File: config.mk
export PLATFORM = sky130hd
export DESIGN_NAME = proc_ctrl
export DESIGN_NICKNAME = d
export VERILOG_FILES = /design/src/rtl/proc_ctrl.sv
export SDC_FILE = /design/constraint.sdc
export NUM_CORES = 1
export LEC_CHECK = 0
export BUFFER_PORTS_ARGS = -buffer_cell sky130_fd_sc_hd__buf_2
export CAP_MARGIN = 25
export CORE_MARGIN = 3
export CORE_UTILIZATION = 50
export CTS_BUF_LIST = sky130_fd_sc_hd__clkbuf_8 sky130_fd_sc_hd__clkbuf_16
export CTS_CLUSTER_SIZE = 8
export DETAILED_ROUTE_END_ITERATION = 16
export PLACE_DENSITY_LB_ADDON = 0.08
export SLEW_MARGIN = 5
export SYNTH_ARGS = -nofsm -noshare
export SYNTH_HDL_FRONTEND = slang
export SYNTH_SLANG_ARGS = --single-unit
File: constraint.sdc
create_clock -name clk -period 2.6 [get_ports clk]
set_input_delay 0.26 -clock clk [delete_from_list [all_inputs] [get_ports clk]]
set_output_delay 0.26 -clock clk [all_outputs]
set_load 0.01 [all_outputs]
File: src/rtl/proc_ctrl.sv
// Multi-cycle control unit: fetches 16-bit instructions, sequences datapath strobes, owns pc/zflag/err.
// Optional single-step mode under PROC_CTRL_STEP_EN (adds a `step` input, one instruction per rising edge).
module proc_ctrl #(
    parameter logic [2:0] PASS_FN  = 3'd0,
    parameter int         NUM_REGS = 5
) (
    input  logic        clk,
    input  logic        rst,
`ifdef PROC_CTRL_STEP_EN
    input  logic        step,
`endif
    output logic        instr_req,
    output logic [7:0]  pc,
    input  logic [15:0] instr,
    input  logic        instr_valid,
    input  logic        alu_zero,
    output logic        en_imm,
    output logic        en_reg,
    output logic        en_alu,
    output logic        en_rf,
    output logic        r_wf,
    output logic        sel_mux,
    output logic [2:0]  sel_alu,
    output logic [3:0]  sel_rf,
    output logic [7:0]  imm,
    output logic        zflag,
    output logic        halted,
    output logic        err
);

    typedef enum logic [2:0] {
        S_FETCH  = 3'd0,
        S_DECODE = 3'd1,
        S_RDA    = 3'd2,
        S_LDA    = 3'd3,
        S_EXE    = 3'd4,
        S_WB     = 3'd5,
        S_HALT   = 3'd6
    } state_t;

    localparam logic [3:0] OP_LDI  = 4'd1;
    localparam logic [3:0] OP_ALUR = 4'd2;
    localparam logic [3:0] OP_ALUI = 4'd3;
    localparam logic [3:0] OP_JZ   = 4'd4;
    localparam logic [3:0] OP_JMP  = 4'd5;
    localparam logic [3:0] OP_HALT = 4'd15;

    localparam logic [4:0] NREG = 5'(NUM_REGS);

    state_t      state_q, state_d;
    logic [7:0]  pc_q, pc_d;
    logic [15:0] ir_q, ir_d;
    logic        zflag_q, zflag_d;
    logic        err_q, err_d;

    logic [3:0]  op;
    logic [3:0]  rd;
    logic [3:0]  rs;
    logic [2:0]  fn;
    logic        reg_op;
    logic        illegal;
    logic        fetch_go;
    logic        handshake;

    assign op  = ir_q[15:12];
    assign rd  = ir_q[11:8];
    assign rs  = ir_q[7:4];
    assign fn  = ir_q[2:0];
    assign imm = ir_q[7:0];

    assign reg_op  = (op == OP_LDI) || (op == OP_ALUR) || (op == OP_ALUI);
    // Only ALUR reads a second register, so rs is checked for it alone.
    assign illegal = reg_op && (({1'b0, rd} >= NREG) ||
                                ((op == OP_ALUR) && ({1'b0, rs} >= NREG)));

    assign handshake = (state_q == S_FETCH) && fetch_go && instr_valid;

`ifdef PROC_CTRL_STEP_EN
    logic step_q, step_d;
    logic armed_q, armed_d;

    // A rising edge arms one fetch; the handshake consumes it.
    always_comb begin
        step_d  = step;
        armed_d = (armed_q && !handshake) || (step && !step_q);
    end

    always_ff @(posedge clk) begin
        if (rst) begin
            step_q  <= 1'b0;
            armed_q <= 1'b0;
        end else begin
            step_q  <= step_d;
            armed_q <= armed_d;
        end
    end

    assign fetch_go = armed_q;
`else
    assign fetch_go = 1'b1;
`endif

    always_comb begin
        state_d   = state_q;
        pc_d      = pc_q;
        ir_d      = ir_q;
        zflag_d   = zflag_q;
        err_d     = err_q;
        instr_req = 1'b0;
        en_imm    = 1'b0;
        en_reg    = 1'b0;
        en_alu    = 1'b0;
        en_rf     = 1'b0;
        r_wf      = 1'b0;
        sel_mux   = 1'b0;
        sel_alu   = 3'd0;
        sel_rf    = 4'd0;
        halted    = 1'b0;

        case (state_q)
            S_FETCH: begin
                instr_req = fetch_go;
                if (handshake) begin
                    ir_d    = instr;
                    pc_d    = pc_q + 8'd1;
                    state_d = S_DECODE;
                end
            end
            S_DECODE: begin
                en_imm = 1'b1;
                if (illegal) begin
                    err_d   = 1'b1;
                    state_d = S_FETCH;
                end else begin
                    case (op)
                        OP_LDI:           state_d = S_EXE;
                        OP_ALUR, OP_ALUI: state_d = S_RDA;
                        OP_JZ: begin
                            if (zflag_q) begin
                                pc_d = imm;
                            end
                            state_d = S_FETCH;
                        end
                        OP_JMP: begin
                            pc_d    = imm;
                            state_d = S_FETCH;
                        end
                        OP_HALT:          state_d = S_HALT;
                        default:          state_d = S_FETCH;
                    endcase
                end
            end
            S_RDA: begin
                en_rf   = 1'b1;
                sel_rf  = rd;
                state_d = S_LDA;
            end
            S_LDA: begin
                // op2 latches rf[rd] while rs is requested for the ALUR op1 path.
                en_reg = 1'b1;
                if (op == OP_ALUR) begin
                    en_rf  = 1'b1;
                    sel_rf = rs;
                end
                state_d = S_EXE;
            end
            S_EXE: begin
                en_alu  = 1'b1;
                sel_mux = (op != OP_ALUR);
                sel_alu = (op == OP_LDI) ? PASS_FN : fn;
                state_d = S_WB;
            end
            S_WB: begin
                en_rf   = 1'b1;
                r_wf    = 1'b1;
                sel_rf  = rd;
                zflag_d = alu_zero;
                state_d = S_FETCH;
            end
            S_HALT: begin
                halted = 1'b1;
            end
            default: begin
                state_d = S_FETCH;
            end
        endcase
    end

    always_ff @(posedge clk) begin
        if (rst) begin
            state_q <= S_FETCH;
            pc_q    <= 8'd0;
            ir_q    <= 16'd0;
            zflag_q <= 1'b0;
            err_q   <= 1'b0;
        end else begin
            state_q <= state_d;
            pc_q    <= pc_d;
            ir_q    <= ir_d;
            zflag_q <= zflag_d;
            err_q   <= err_d;
        end
    end

    assign pc    = pc_q;
    assign zflag = zflag_q;
    assign err   = err_q;

endmodule

==> results.txt, run 1 <==
Syn. warnings - 0
Detailed Routing Iterations Pass 1 - 4
num rows - 19
highest clock rate - 465 MHz
Total GRT Usage - 20.5%
Clock Skew - 0.00703 ns
TritonCTS clock tree - done
Clk network pwr share - 36.0%
CP Launch Type - flop
number of distinct library cells after synthesis - 40
post-CTS setup buffers - 0
Post-CTS Resized - 0
largest net degree at the start of global routing - 31
CP Max Fanout - 14
Req. time, crit path - 2.34 ns
Max Cap Viol - 0
H-tree depth - 2
max incr delay on CP - 0.57 ns
Worst Setup End Kind - primary output
Post-synth EDFFs - 0
clk_lat worst skew - 0.27 ns
DRT antenna net count - 0
Crit Path Class - flop to primary output
Worst Tran Pin Value - 0.767 ns
DR vias - 1556
Switching Share - 26.7%
number of instances in the placed design - 279
# setup viols final - 0
number of global-route vias before repair - 1480
Clock Tree Buf Depth - 2
Post-Route Setup TNS - 0 ns
Int Pwr - 0.733 mW
Async S/R FF share, synth - 0%
post-synth top area cell - dfxtp_1
Ports - 53
hold_buf cts - 0
drt initial violations - 105
synth-to-layout area growth - 17.2%
Cell Pwr Density - 536 nW/um^2
net switching power - 0.267 mW
DP Worst Slack - 0.578 ns
ant diodes - 0
# nets final - 265
CTS Buf Count - 5
share of the synthesized area in the top cell type - 36.5%
clock slew at reported path FFs - 0.06 ns
DRT Wirelength - 3880 um
Die X-Extent - 62.4 um
post-layout minimum cycle time - 2.15 ns
gpl congestion - 0.821
worst vdd ir - 297 uV
largest cells by area after synthesis - dfxtp_1 36%, nand2_1 9.9%, a21oi_1 7.9%
Final Cycle Share - 82.7%
die footprint - 3900 sq um
Post-synth top flop - dfxtp_1
commonest non-fill, non-tap cell in the layout - buf_2
DR DRC count - 0
Core Region - 2900 sq um
WL/cell - 13.5 um
Avg Cell Area, Syn - 7.80 sq um
clock sink count - 29
Syn Nets - 225
Crit-path slowest cell - dfxtp_1
post-synthesis instance area - 1590 sq um
Hold Crit Class - input port to flop
Comb pwr share - 14.5%
clock root cell - clkbuf_8
layout cells sized above 1 - 28.3%
register area share after synthesis - 36.5%
commonest non-fill, non-tap cells in the layout - 52 x buf_2, 42 x nand2_1, 29 x dfxtp_1
vias per inst - 5.44
Final Max Slew Viols - 0
crit path cell chain - inv_1 > and3_1 > a21o_1 > or2_2 > buf_2
final worst setup slack - 0.450 ns
hpwl dp - 2840 um
Syn Inst Count - 204
register share of total power - 49.5%
buffers plus inverters on the worst setup path - 2
RSZ-0062 raised after global routing - false
chip height - 62.4 um
Overflow after GRT - 0
slew margin rel. - 48.7%
global-route wire length before repair - 6620 um
critical path arrival - 1.89 ns
register bit total from synthesis - 29
Largest delay share family, worst path - flip-flops
initial core utilization - 54.9%
outcome - finished, final reports clean
Leak - 0.850 nW
I/O Buffers - 52
post-route insts no fill - 286
antenna violations before repair - 0
final hold viol count - 0
Power Total - 1.00 mW
-- worst register-to-register path: stages (launching register included) --
cell	delay [ns]
dfxtp_1	0.57
or3b_1	0.38
inv_2	0.19
or4_1	0.53
a21o_1	0.16
a21oi_1	0.13
-- kinds of logic after synthesis --
family,after synthesis,share of synthesized area (%)
compound gates,52,20.2
mux,5,3.38
simple gates,91,29.4
fa+ha+maj,1,0.786
buf+inv,26,9.75
flops,29,36.5
-- through the flow --
stage	util [%]	cell area [sq um]	hold slack [ns]
final	64.3	1870	0.219
after global routing	64.3	1870	0.227
after CTS	64.3	1870	0.220
after detailed placement	61.3	1780	0.435
after global placement	61.3	1780	0.431
after floorplan	-	1590	0.351
-- sequential cells by signal (all words and copies together), names as in the netlist --
register / cells
pc: 8
err: 1
ir_q: 16
zflag: 1
state_q: 3
-- synthesized netlist by cell type, types with 2 or more instances --
cell and count:
nand2_1 42, buf_6 3, nor3_1 6, nand3b_1 2, or2_2 3, a21o_1 6, dfxtp_1 29, or3_1 3
nand3_1 5, and2_1 5, mux2_2 2, mux2i_1 2, and3_1 4, o21ai_0 6, nor2_1 11, a22o_1 5
buf_4 9, a31oi_1 4, inv_1 5, a21oi_1 25, nor4b_1 2, clkbuf_1 7
-- power groups by stage --
| stage | combinational, mW | clock, mW | sequential (mW) |
|---|---|---|---|
| floorplan | 0.116 | 0 | 0.496 |
| global placement | 0.141 | 0 | 0.503 |
| detailed placement | 0.145 | 0 | 0.504 |
| CTS | 0.146 | 0.368 | 0.494 |
| global route | 0.164 | 0.396 | 0.499 |
| finish | 0.145 | 0.360 | 0.495 |
-- metal layers --
metal	up-vias	part of all wire (%)	global-route usage, %
li1	783	-	-
met1	717	44	25.2
met2	51	48	35.3
met4	0	0.88	5.79
met3	5	6.5	5.04
met5	-	0	0
-- path summary, 6_finish.rpt --
kind / from / to / slack (ns) / depth (start not counted)
setup reg to reg: state_q[1] / pc[6] / 0.56 / 5
hold / removal: instr[13] / ir_q[13] / 0.22 / 3
hold reg to reg: err / err / 0.44 / 2
setup / recovery: state_q[1] / en_rf / 0.45 / 5
-- area by class of cell --
cell class,instances,area (sq um)
repair buffers,53,268
clock buffers,6,82.6
well taps,42,52.6
clock inverters,1,3.75
multi-input cells,149,856
flip-flops and latches,29,581
inverters,6,22.5
fillers,276,1030
Power figures use the tool's default switching activity.
==> inputs of run 2 (changes only) <==
- clock period: 2.6 -> 2 ns (I/O delays scaled with it)
==> results.txt, run 2 (synthesis gave the netlist of run 1 again) <==
Req. time, crit path - 1.80 ns (-0.54 ns)
hold_buf cts - 0 (unchanged)
CTS Buf Count - 5 (unchanged)
HP Start - instr[7]
vias per inst - 5.47 (+0.56%)
final hold viol count - 0 (unchanged)
Worst Setup End Kind - primary output
clock slew at reported path FFs - 0.06 ns (about the same)
largest net degree at the start of global routing - 31 (unchanged)
Crit Path Class - flop to primary output
drt initial violations - 86 (-18%)
Leak - 0.907 nW (+6.8%)
Largest delay share family, worst path - simple AND/OR/NAND/NOR gates
clock root cell - clkbuf_8
Worst Tran Pin Value - 0.550 ns (-0.217 ns)
Hold Crit Class - input port to flop
Crit-path slowest cell - nor4b_1
clk_lat worst skew - 0.28 ns (about the same)
synth-to-layout area growth - 24.0%
Max Cap Viol - 0 (unchanged)
Cell Pwr Density - 750 nW/um^2 (+40%)
Critical path origin - ir_q[12]
DP Worst Slack - 0.215 ns (-0.363 ns)
ant diodes - 0 (unchanged)
critical path arrival - 1.76 ns (-0.13 ns)
CP Max Fanout - 8 (-6)
register with the most flip-flops - ir_q
final worst setup slack - 0.0425 ns (-0.408 ns)
Detailed Routing Iterations Pass 1 - 4 (unchanged)
TritonCTS clock tree - done
clock sink count - 29 (unchanged)
Core Region - 2900 sq um (unchanged)
post-layout minimum cycle time - 1.96 ns
commonest non-fill, non-tap cells in the layout - 52 x buf_2, 42 x nand2_1, 28 x dfxtp_1
max incr delay on CP - 0.41 ns (-0.16 ns)
Total GRT Usage - 22.9% (+2.4 points)
commonest non-fill, non-tap cell in the layout - buf_2
Clock Skew - 0.00252 ns (-0.00451 ns)
RSZ-0062 raised after global routing - false
CP Launch Type - flop
DR vias - 1614 (+3.7%)
# setup viols final - 0 (unchanged)
Ports - 53 (unchanged)
Final Cycle Share - 97.9%
Clock Tree Buf Depth - 2 (unchanged)
Post-Route Setup TNS - 0 ns (unchanged)
Final Max Slew Viols - 0 (unchanged)
DRT Wirelength - 4210 um (+8.6%)
I/O Buffers - 52 (unchanged)
# nets final - 273 (+3.0%)
DRT antenna net count - 0 (unchanged)
WL/cell - 14.3 um (+5.3%)
Die X-Extent - 62.4 um (unchanged)
chip height - 62.4 um (unchanged)
worst vdd ir - 428 uV (+44%)
slew margin rel. - 63.3% (+15 points)
crit path cell chain - nor4b_1 > and3_1 > a22o_1 > buf_2
r2r startpoint - state_q[0]
initial core utilization - 54.9% (unchanged)
max FFs per register - 16 (unchanged)
num rows - 19 (unchanged)
hpwl dp - 3040 um (+7.3%)
die footprint - 3900 sq um (unchanged)
number of global-route vias before repair - 1553 (+4.9%)
DR DRC count - 0 (unchanged)
antenna violations before repair - 0 (unchanged)
gpl congestion - 0.851 (+3.6%)
global-route wire length before repair - 7170 um (+8.2%)
outcome - finished, final reports clean
layout cells sized above 1 - 31.6% (+3.3 points)
highest clock rate - 511 MHz
H-tree depth - 2 (unchanged)
Overflow after GRT - 0 (unchanged)
Fillers - 270 (-2.2%)
buffers plus inverters on the worst setup path - 1 (-1)
-- run 2: through the flow --
step                cells  area [sq um]  hold WS [ns]  util [%]  power (mW)
floorplan             204          1590         0.291         -       0.795
global placement      286          1830         0.432      63.2       0.851
detailed placement    286          1830         0.441      63.2       0.859
CTS                   294          1950         0.141      67.3        1.49
global route          295          1970         0.145      68.0        1.56
finish                295          1970         0.149      68.0        1.48
-- run 2: report_power, final --
group / internal [mW] / total [mW] / switching, mW
logic: 0.0904 / 0.212 / 0.122
clock network: 0.400 / 0.627 / 0.226
registers: 0.607 / 0.641 / 0.0337
total: 1.10 / 1.48 / 0.382
-- run 2: area by class of cell --
cell class	count	area, sq um	share of cell area [%]
Tap cell	42	52.6	2.66
Inverter	6	22.5	1.14
Sequential cell	29	582	29.5
Multi-Input combinational cell	149	868	44.0
Clock buffer	6	82.6	4.19
Clock inverter	2	33.8	1.71
Timing Repair Buffer	61	332	16.8
-- run 2: final timing paths --
path                     to  slack [ns]  depth (start not counted)
hold reg to reg         err        0.45                          2
hold / removal      ir_q[7]        0.15                          3
setup reg to reg      pc[0]        0.18                          6
setup / recovery  sel_rf[0]        0.04                          4
-- run 2: what timing repair did --
item,4_1_cts,5_1_grt
gates resized for setup,1,3
endpoints found under the setup margin,3,8
setup buffers,0,1
pin swaps,0,0
-- run 2: worst min-delay path, delay by kind of cell --
kind | cells | cell delay, ns
simple gates | 1 | 0.04
compound gates | 1 | 0.05
buf+inv | 1 | 0.09
-- run 2: per-layer routing --
layer	global-route usage (%)	share of wire, %	up-vias
met5	0	0	-
met4	8.82	1.9	0
li1	-	-	794
met2	35.7	46	65
met1	29.0	44	746
met3	7.73	8.5	9
==> inputs of run 3 (changes only) <==
- CORE_UTILIZATION: 50 -> 45
- clock period: 2 -> 1.65 ns (I/O delays scaled with it)
==> results.txt, run 3 (synthesis gave the netlist of run 1 again) <==
outcome - complete, but fails checks
failing checks - negative setup slack
met3 WL - 286 um (-20%)
slew margin rel. - 62.6% (-0.66 points)
DRT met1 WL - 1970 um (+7.6%)
highest clock rate - 600 MHz
Int Pwr - 1.20 mW (+9.8%)
DR vias - 1623 (+0.56%)
drt initial violations - 50 (-42%)
Area after DPL - 1890 sq um (+3.0%)
global-route wire length before repair - 6600 um (-7.9%)
clk_lat worst skew - 0.27 ns (about the same)
clock sink count - 29 (unchanged)
commonest non-fill, non-tap cells in the layout - 51 x buf_2, 42 x nand2_1, 25 x a21oi_1
Worst Setup EP - sel_alu[0]
highest routed layer - met4
num rows - 20 (+1)
Ports - 53 (unchanged)
multi-input logic area - 955 sq um (+9.9%)
H-tree depth - 2 (unchanged)
DRT Wirelength - 4160 um (-1.1%)
Total GRT Usage - 19.7% (-3.1 points)
# setup viols final - 3 (+3)
Final Cycle Share - 101%
hold_buf cts - 0 (unchanged)
Worst Setup End Kind - primary output
layout cells sized above 1 - 41.6% (+10 points)
register with the most flip-flops - ir_q
Clk network pwr share - 34.5% (-7.9 points)
register share of total power - 47.0% (+3.7 points)
max FFs per register - 16 (unchanged)
clock slew at reported path FFs - 0.06 ns (about the same)
clock root cell - clkbuf_8
CP Max Fanout - 5 (-3)
storage element area - 592 sq um (+1.7%)
WL/cell - 13.4 um (-6.2%)
r2r startpoint - state_q[2]
critical path arrival - 1.50 ns (-0.26 ns)
CTS Buf Count - 5 (unchanged)
Detailed Routing Iterations Pass 1 - 4 (unchanged)
Overflow after GRT - 0 (unchanged)
worst reg-to-reg path cell count - 4 (-2)
synth-to-layout area growth - 36.9%
post-layout minimum cycle time - 1.67 ns
Max Cap Viol - 0 (unchanged)
Leak - 1.01 nW (+11%)
Comb pwr share - 18.5% (+4.2 points)
I/O Buffers - 52 (unchanged)
number of global-route vias before repair - 1382 (-11%)
Clock Skew - 0.00369 ns (+0.00117 ns)
CP Launch Type - flop
DRT antenna net count - 0 (unchanged)
Final Max Slew Viols - 0 (unchanged)
Die X-Extent - 65.5 um (+4.9%)
worst vdd ir - 554 uV (+30%)
Worst Tran Pin Value - 0.560 ns (+0.00987 ns)
net switching power - 0.447 mW (+17%)
DR DRC count - 0 (unchanged)
Power Total - 1.65 mW (+12%)
chip height - 65.5 um (+4.9%)
vias per inst - 5.22 (-4.6%)
design area - 2180 sq um (+10%)
Core Region - 3200 sq um (+10%)
ant diodes - 0 (unchanged)
Clock Tree Buf Depth - 2 (unchanged)
final hold viol count - 0 (unchanged)
RSZ-0062 raised after global routing - true
TritonCTS clock tree - done
max incr delay on CP - 0.34 ns (-0.07 ns)
# nets final - 288 (+5.5%)
Cell Pwr Density - 758 nW/um^2 (+1.1%)
antenna violations before repair - 0 (unchanged)
hpwl dp - 2820 um (-7.4%)
initial core utilization - 49.7% (-5.2 points)
Fillers - 318 (+18%)
Crit-path slowest cell - dfxtp_2
Critical path origin - state_q[2]
R2R setup slack - 0.05 ns (-0.13 ns)
met2 WL - 1860 um (-3.9%)
Req. time, crit path - 1.48 ns (-0.32 ns)
gpl congestion - 0.800 (-6.0%)
crit path cell chain - buf_6 > or2b_1 > a211oi_2 > and2_1 > buf_2
largest net degree at the start of global routing - 31 (unchanged)
Hold Crit Class - input port to flop
final worst setup slack - -0.0170 ns (-0.0594 ns)
Hold Worst Slack - 0.124 ns (-0.0247 ns)
Util after Layout - 68.0% (about the same)
Crit Path Class - flop to primary output
die footprint - 4290 sq um (+10%)
r2r endpoint - pc[7]
commonest non-fill, non-tap cell in the layout - buf_2
Switching Share - 27.1% (+1.3 points)
-- run 3: area by class of cell --
type,instances,share of cell area (%)
multi-input cells,149,43.8
flip-flops and latches,29,27.2
repair buffers,76,21.4
clock buffers,6,3.79
well taps,44,2.53
inverters,6,1.15
clock inverters,1,0.172
-- run 3: stage by stage --
step                std cells  TNS (ns)  setup WS [ns]
detailed placement        293         0         0.0253
CTS                       301    -0.103        -0.0354
finish                    311   -0.0452        -0.0170
global placement          293         0         0.0383
floorplan                 204   -0.0952        -0.0671
global route              311    -0.600         -0.110
-- run 3: worst max-delay path: cells and delay by family, from the launching register on --
kind                   cells  cell delay, ns
flip-flops                 1            0.34
buffers and inverters      2            0.24
AND/OR/NAND/NOR            2            0.42
AO/OA/AOI/OAI              1            0.23
-- run 3: worst min-delay path by stage --
stage / cells past startpoint / from / slack (ns) / endpoint
floorplan: 1 / rst / 0.25 / state_q[0]
global placement: 3 / instr[10] / 0.41 / ir_q[10]
detailed placement: 3 / instr[6] / 0.41 / ir_q[6]
CTS: 3 / instr[15] / 0.12 / ir_q[15]
global route: 3 / instr[7] / 0.11 / ir_q[7]
finish: 3 / instr[15] / 0.12 / ir_q[15]
-- run 3: power by group through the flow --
stage                     sequential [mW]  clock, mW  combinational (mW)
after floorplan                     0.782          0               0.185
after global placement              0.788          0               0.255
after detailed placement            0.788          0               0.257
after CTS                           0.777      0.582               0.268
after global routing                0.783      0.630               0.336
final                               0.777      0.570               0.305
-- run 3: timing repair --
action                     CTS  global route
resized for setup           15            14
pin swaps                    5            11
setup buffers                1            10
setup endpoints to repair    9            19
-- run 3: routing by layer --
metal  global-route usage, %  up-vias
met5                       0        -
li1                        -      830
met4                    4.66        0
met1                    27.2      733
met2                    30.1       54
met3                    5.98        6
